### config.mk
export PLATFORM = sky130hd
export DESIGN_NAME = fifo_write_arbiter
export DESIGN_NICKNAME = d
export VERILOG_FILES = /design/src/rtl/fifo_write_arbiter.sv
export SDC_FILE = /design/constraint.sdc
export NUM_CORES = 1
export LEC_CHECK = 0
export CAP_MARGIN = 5
export CORE_MARGIN = 2
export CORE_UTILIZATION = 41
export DETAILED_ROUTE_END_ITERATION = 8
export PLACE_DENSITY_LB_ADDON = 0.15
export SYNTH_ARGS = -nofsm -noshare
export SYNTH_HDL_FRONTEND = slang
export SYNTH_SLANG_ARGS = --single-unit
export TNS_END_PERCENT = 30
### constraint.sdc
create_clock -name clk -period 4 [get_ports clk]
set_input_delay 1.2 -clock clk [delete_from_list [all_inputs] [get_ports clk]]
set_output_delay 1.2 -clock clk [all_outputs]
set_load 0.03 [all_outputs]
### src/rtl/fifo_write_arbiter.sv
`default_nettype none
// +--------------------------------------------------------------------------+
// | Module      : fifo_write_arbiter                                         |
// | Description : Two-requester arbiter in front of the write port of a      |
// |               shared FIFO. One requester owns the port at a time. The    |
// |               owner pushes one word per cycle with zero latency. It may  |
// |               push at most MAX_BURST consecutive words while the other   |
// |               requester waits. Ties from IDLE alternate by last owner.   |
// | Revision    : 1.0 - initial release                                      |
// +--------------------------------------------------------------------------+
// | Ports                                                                    |
// |   clk        in   1          single clock, rising edge                   |
// |   reset      in   1          synchronous, active-high                    |
// |   req0/req1  in   1          word valid on data0/data1, held until ack   |
// |   data0/1    in   DATA_WIDTH word offered by each requester              |
// |   full       in   1          full flag of the shared FIFO                |
// |   ack0/ack1  out  1          word accepted this cycle                    |
// |   grant0/1   out  1          requester currently owns the write port     |
// |   push       out  1          FIFO write strobe                           |
// |   fifo_data  out  DATA_WIDTH word written when push is high              |
// +--------------------------------------------------------------------------+
module fifo_write_arbiter #(
  parameter int DATA_WIDTH = 8,
  parameter int MAX_BURST  = 4
) (
  input  logic                  clk,
  input  logic                  reset,
  input  logic                  req0,
  input  logic                  req1,
  input  logic [DATA_WIDTH-1:0] data0,
  input  logic [DATA_WIDTH-1:0] data1,
  input  logic                  full,
  output logic                  ack0,
  output logic                  ack1,
  output logic                  grant0,
  output logic                  grant1,
  output logic                  push,
  output logic [DATA_WIDTH-1:0] fifo_data
);

  // One extra bit over what MAX_BURST-1 strictly needs keeps the counter
  // width at least 1 even for MAX_BURST == 1.
  localparam int               CNT_W      = $clog2(MAX_BURST) + 1;
  localparam logic [CNT_W-1:0] BURST_LAST = CNT_W'(MAX_BURST - 1);
  localparam logic [CNT_W-1:0] CNT_ONE    = CNT_W'(1);

  typedef enum logic [1:0] {
    IDLE = 2'd0,
    OWN0 = 2'd1,
    OWN1 = 2'd2
  } state_t;

  state_t           state;
  state_t           state_nx;
  logic [CNT_W-1:0] burst_cnt;
  logic [CNT_W-1:0] burst_cnt_nx;
  logic             last_owner;
  logic             last_owner_nx;
  logic             reenter;
  logic             burst_end;

  // ------------------------------------------------------------------------
  // Outputs: grants decode the registered state; acks are combinational so
  // a word is accepted in the same cycle it is presented.
  // ------------------------------------------------------------------------
  assign grant0 = (state == OWN0);
  assign grant1 = (state == OWN1);
  assign ack0   = grant0 & req0 & ~full;
  assign ack1   = grant1 & req1 & ~full;
  assign push   = ack0 | ack1;

  always_comb begin
    fifo_data = '0;
    if (ack0) begin
      fifo_data = data0;
    end else if (ack1) begin
      fifo_data = data1;
    end
  end

  // The owner's ack is implied whenever it is requesting and full is low,
  // so reaching BURST_LAST on that path means this cycle's word closes it.
  assign burst_end = (burst_cnt == BURST_LAST);

  // ------------------------------------------------------------------------
  // State register
  // ------------------------------------------------------------------------
  always_ff @(posedge clk) begin
    if (reset) begin
      state      <= IDLE;
      burst_cnt  <= '0;
      last_owner <= 1'b1;  // makes requester 0 win the first tie
    end else begin
      state      <= state_nx;
      burst_cnt  <= burst_cnt_nx;
      last_owner <= last_owner_nx;
    end
  end

  // ------------------------------------------------------------------------
  // Next-state logic
  // ------------------------------------------------------------------------
  always_comb begin
    state_nx      = state;
    reenter       = 1'b0;

    // A full FIFO freezes everything: no transition, and the burst counter
    // is untouched below because push is low.
    if (!full) begin
      case (state)
        IDLE: begin
          if (req0 && (!req1 || last_owner)) begin
            state_nx = OWN0;
          end else if (req1) begin
            state_nx = OWN1;
          end
        end

        OWN0: begin
          if (!req0) begin
            state_nx = req1 ? OWN1 : IDLE;
          end else if (burst_end) begin
            if (req1) begin
              state_nx = OWN1;
            end else begin
              reenter = 1'b1;  // lone requester keeps streaming
            end
          end
        end

        OWN1: begin
          if (!req1) begin
            state_nx = req0 ? OWN0 : IDLE;
          end else if (burst_end) begin
            if (req0) begin
              state_nx = OWN0;
            end else begin
              reenter = 1'b1;
            end
          end
        end

        default: state_nx = IDLE;
      endcase
    end
  end

  // Counter restarts on any change of owner state or on a burst re-entry;
  // otherwise it counts accepted words of the current owner.
  always_comb begin
    burst_cnt_nx = burst_cnt;
    if ((state_nx != state) || reenter) begin
      burst_cnt_nx = '0;
    end else if (push) begin
      burst_cnt_nx = burst_cnt + CNT_ONE;
    end
  end

  // Staying in OWNn already implies last_owner == n, so tracking the target
  // state is the same as updating on every entry.
  always_comb begin
    last_owner_nx = last_owner;
    if (state_nx == OWN0) begin
      last_owner_nx = 1'b0;
    end else if (state_nx == OWN1) begin
      last_owner_nx = 1'b1;
    end
  end

  // ------------------------------------------------------------------------
  // Invariants
  // ------------------------------------------------------------------------
  a_no_push_when_full : assert property (@(posedge clk) !(push && full));
  a_single_ack        : assert property (@(posedge clk) !(ack0 && ack1));

endmodule
`default_nettype wire

# [Yosys cells after proc, flatten, opt, wreduce, memory -nomap -nowiden]
# Index checks and enable logic that the tools add are counted.
[word_totals] ff_bits=6 in_bits=21 elab_cells=46 output_inout_bits=13
[classes] n_reduce_logical=7 mux=23 eq_ne=6 bitwise=6 addsub=1
[ops] operator="2-bit 2-to-1 mux" count=9
[ops] operator="8-bit 2-to-1 mux" count=2
[ops] operator="1-bit 2-to-1 mux" count=10
[ops] operator="2-bit case mux with 3 select lines" count=1
[ops] operator="1-bit AND" count=4
[ops] operator="2-bit by 1-bit == test with 1-bit output, second input constant" count=2
[ops] operator="2-bit == test, second input constant" count=2
[ops] operator="3-bit by 1-bit adder with 3-bit output, second input constant" count=1
[ops] operator="3-bit by 2-bit == test with 1-bit output, second input constant" count=1
[ops] operator="2-bit zero test" count=1
[ops] operator="1-bit logical OR" count=2
[ops] operator="2-bit inequality test" count=1
[ops] operator="1-bit case mux with 2 select lines" count=1
[ops] operator="2-bit nonzero test" count=1
[ops] operator="2-bit OR reduction" count=1
[ops] operator="1-bit logical AND" count=1
[ops] operator="1-bit zero test" count=1
[ops] operator="1-bit NOT" count=1
[ops] operator="1-bit bitwise OR" count=1

# [Depth between registers and ports, before layout]
[depth] word_depth=9 depth_mapped=10 depth_no_buf=10

# [Worst setup path before layout]
# OpenSTA, ideal clock, no wires.
[synth_timing] path_type="in2out" from="in req0" to="out fifo_data[0]" n_path_buf=1 arrival_time_ns=2.583 cell_stages=4 required_ns=2.800 path_slack_ns=0.217 cell_sequence="buf_2 nand2_1 nor2_1 a22o_1"
[synth_via] elab_chain_len=3
[synth_rtl] element="start: declaration" line_no="28" text="input logic req0,"
[synth_rtl] element="1-bit AND (2 in a row)" line_no="68" text="assign ack0 = grant0 & req0 & ~full;"
[synth_rtl] element="net ack0" line_no="33" text="output logic ack0,"
[synth_rtl] element="8-bit 2-to-1 mux" line_no="74" text="if (ack0) begin"
[synth_rtl] element="end: declaration" line_no="38" text="output logic [DATA_WIDTH-1:0] fifo_data"
# The timed path passes the listed nets, and every way through them passes these cells.

# [Worst setup path after layout]
[layout_timing] from="in req1" to="out ack1"
[layout_via] elab_chain_len=2
[layout_rtl] element="start: declaration" line_no="29" text="input logic req1,"
[layout_rtl] element="1-bit AND (2 in a row)" line_no="69" text="assign ack1 = grant1 & req1 & ~full;"
[layout_rtl] element="end: declaration" line_no="34" text="output logic ack1,"
# No other way between the ends.

==> impl_metrics.yaml <==
sta:
  report.final.slew_viol_count: 0
  achievable-frequency_ghz: 0.2628
  timing.final.crit_share: 0.9515
  max_slew.worst_pin.slew_ps: 439.6
  final.setup.worst_slack_ps: 194.1
  fin_setup_tns_ps: 0
  final_critical_path_required_period_ps: 3806
  rsz0062_at_grt: "no"
  setup-violations-final: 0
  timing.clock.skew_ps: 4.696
  report.final.hold_viol_count: 0
  maxSlewHeadroom: 0.7038
cells_and_area:
  final_layout_size_suffix_gt1_frac: 0.2000
  fillers: 130
  utilization: 0.6837
  insertedDiodeCount: 0
  total_number_of_nets_in_the_final_design: 145
  areaGrowthSynthToFinish_pct: 58.58
synthesis:
  synth-edff-count: 0
  post-synth-top-count-cell: "a22o_1"
  synthTopCellsByCount: "a22o_1 (9), ha_1 (7), nand2_1 (7), nor2_1 (7)"
  synthesis.instances: 77
  synth.cell_area_sq_um: 634.4
  synth.top_cells.by_area: "dfxtp_1 (19%), ha_1 (14%), a22o_1 (12%), nand2_1 (4.1%), nor2_1 (4.1%)"
  synth_sequential_area_ratio: 0.1893
  synth_area_leader_cell: "dfxtp_1"
  synth_cell_type_count: 32
  synth_nets: 105
  ys_seq_elements: 6
  synth_top_area_frac: 0.1893
  synthesis.area_per_instance_sq_um: 8.238
  ys.flop_type: "dfxtp_1"
  synth.yosys.warnings: 0
  async_flop_share: 0
floorplan:
  placeableCoreArea_sq_mm: 0.001471
  rows: 14
  design.die.area_sq_mm: 0.001878
  die_y_um: 43.34
  boundaryPins: 34
  die_width_um: 43.34
  initial_utilization: 0.4311
pwr:
  total_switching_power_mw: 0.07438
  logic_pwr_share: 0.433
  share_clk_of_total_power: 0.260
  power.density_mw_per_mm2: 220.4
  intPower_mw: 0.1474
  net_switching_share_of_the_total_power: 0.3354
  p_leak_nw: 0.4229
  seq_power_share: 0.307
  vdd.ir_drop.worst_mv: 0.2040
cts:
  cts.path.max_buffers: 2
  h-tree-depth: 1
  numCtsBuffers: 3
  cts_root_buf: "clkbuf_4"
  clock_insertion_delay_worst_skew_ps: 250
  cts_num_sinks: 6
  clock_tree_from_tritoncts: "yes"
  cts_resized: 0
  cts.clk_slew.worst_paths_ps: 40
  cts_setup_buffers: 0
  postCtsHoldBufs: 0
drt:
  top_layer: "met3"
  met3RoutedLength_um: 155
  wl_met2_um: 859
  routedLengthMet1_um: 763
  num_vias: 703
  detail_route.drc_violations: 0
  avgRoutedWirePerCell_um: 13.58
  wirelength_um: 1779
  firstDrtPassIters: 4
  routed_via_density: 5.366
  antenna_violating_nets_post_route: 0
  drt-initial-drc-count: 18
placed_design:
  detailedPlacementHpwl_um: 1460
  globalplace.congestion: 0.8444
  io_buffers: 33
  placement.setup.worst_slack_ps: 195.0
worst_setup_path:
  required_ps: 2800
  worst_path_bufs_invs: 2
  critical_path.cell_chain: "clkdlybuf4s50_1 -> nand2_1 -> nor2_1 -> clkdlybuf4s50_1"
  reg2reg_depth: 8
  critPathMostFrequentCell: "clkdlybuf4s50_1"
  timing.reg2reg.setup_slack_ps: 1640
  crit_family: "buffers and inverters"
  crit-reg2reg-launch: "state[0]$_SDFF_PP0_"
  critPathMaxStageDelay_ps: 680
  cp_slowest_cell: "clkdlybuf4s50_1"
  worst-setup-path-type: "in2out"
  worst_r2r_endpoint: "last_owner$_SDFFE_PP1P_"
  critPathLaunchType: "primary input"
  arrival_ps: 2610
  timing.critical_path.fanout_max: 4
  cp-end-kind: "output port"
worst_hold_path:
  hold_end: "last_owner$_SDFFE_PP1P_"
  hold_path_startpoint: "last_owner$_SDFFE_PP1P_"
  holdCritPathClass: "reg2reg"
  holdPathStages: 2
global_route:
  grt.total_usage: 0.2129
  first_global_vias: 677
  global_route_wire_length_before_repair_um: 3029
  number_of_antenna_violations_at_the_first_check_in_global_routing: 0
  grt_max_degree: 10
  globalRouteOverflowTotal: 0
run:
  cap_violations: 0
status:
  result_of_the_run: "finished, final reports clean"
## sequential cells by signal (all words and copies together) (netlist names)
register	flops
burst_cnt	3
state	2
last_owner	1
## worst reg2reg max path: stages, from the launching register on
cell and delay (ps):
dfxtp_1 500, inv_1 170, ha_1 290, a31o_1 200, a311o_1 340, a22o_1 210
ha_1 300, mux2i_1 180, nand2b_1 60
## how the worst max path moves through the flow
stage	endpoint	depth (start not counted)	startpoint
final	ack1	4	req1
after global routing	fifo_data[6]	6	req1
after CTS	ack1	4	req1
after detailed placement	ack1	4	req1
after global placement	ack1	4	req1
after floorplan	fifo_data[0]	4	req0
## placed cells by master, fill, tap and decap left out, types with 2 or more instances in the layout
| master | count |
|---|---|
| clkbuf_4 | 3 |
| buf_4 | 15 |
| dfxtp_1 | 6 |
| nor3_1 | 2 |
| mux2i_1 | 2 |
| ha_1 | 7 |
| o22ai_1 | 2 |
| nor2_1 | 7 |
| o21bai_1 | 2 |
| inv_1 | 6 |
| a22o_1 | 9 |
| nand2_1 | 7 |
| a22oi_1 | 2 |
| nand2b_1 | 4 |
| clkdlybuf4s50_1 | 23 |
## layer usage
layer  vias to the layer above  track usage
met5                         -            0
met4                         0      0.04848
met3                         0      0.09583
met2                        29       0.3552
met1                       312       0.2513
li1                        362            -
## area by class of cell
cell class                 instances  area, sq um  area share
clock buffer                       3        22.52     0.02239
inverter                           6        22.52     0.02239
multi-input combinational         62        478.0      0.4751
sequential                         6        120.1      0.1194
tap                               16        20.02     0.01990
timing repair buffer              38        342.8      0.3408
## logic make-up after synthesis
family                   synth area share
AO/OA/AOI/OAI                      0.3708
AND/OR/NAND/NOR                    0.1992
buffers and inverters             0.05719
adder cells (fa/ha/maj)            0.1381
flip-flops                         0.1894
multiplexers                      0.03156
XOR/XNOR                          0.01381
## power groups by stage
stage                     clock, mW  sequential [mW]  combinational [mW]
after floorplan                   0           0.0678              0.0563
after global placement            0           0.0690              0.0947
after detailed placement          0           0.0692              0.0958
after CTS                    0.0596           0.0681              0.0965
after global routing         0.0645           0.0686               0.106
final                        0.0576           0.0682              0.0960
## per-stage QoR
step                      cell area, sq um  hold slack (ps)  power (mW)  std cells
after global placement               983.4            467.7      0.1638        128
after global routing                  1006            536.3      0.2390        131
after CTS                             1006            487.6      0.2243        131
after floorplan                      634.4            447.9      0.1241         77
final                                 1006            486.9      0.2217        131
after detailed placement             983.4            475.9      0.1651        128
(Power assumes the default switching activity.)
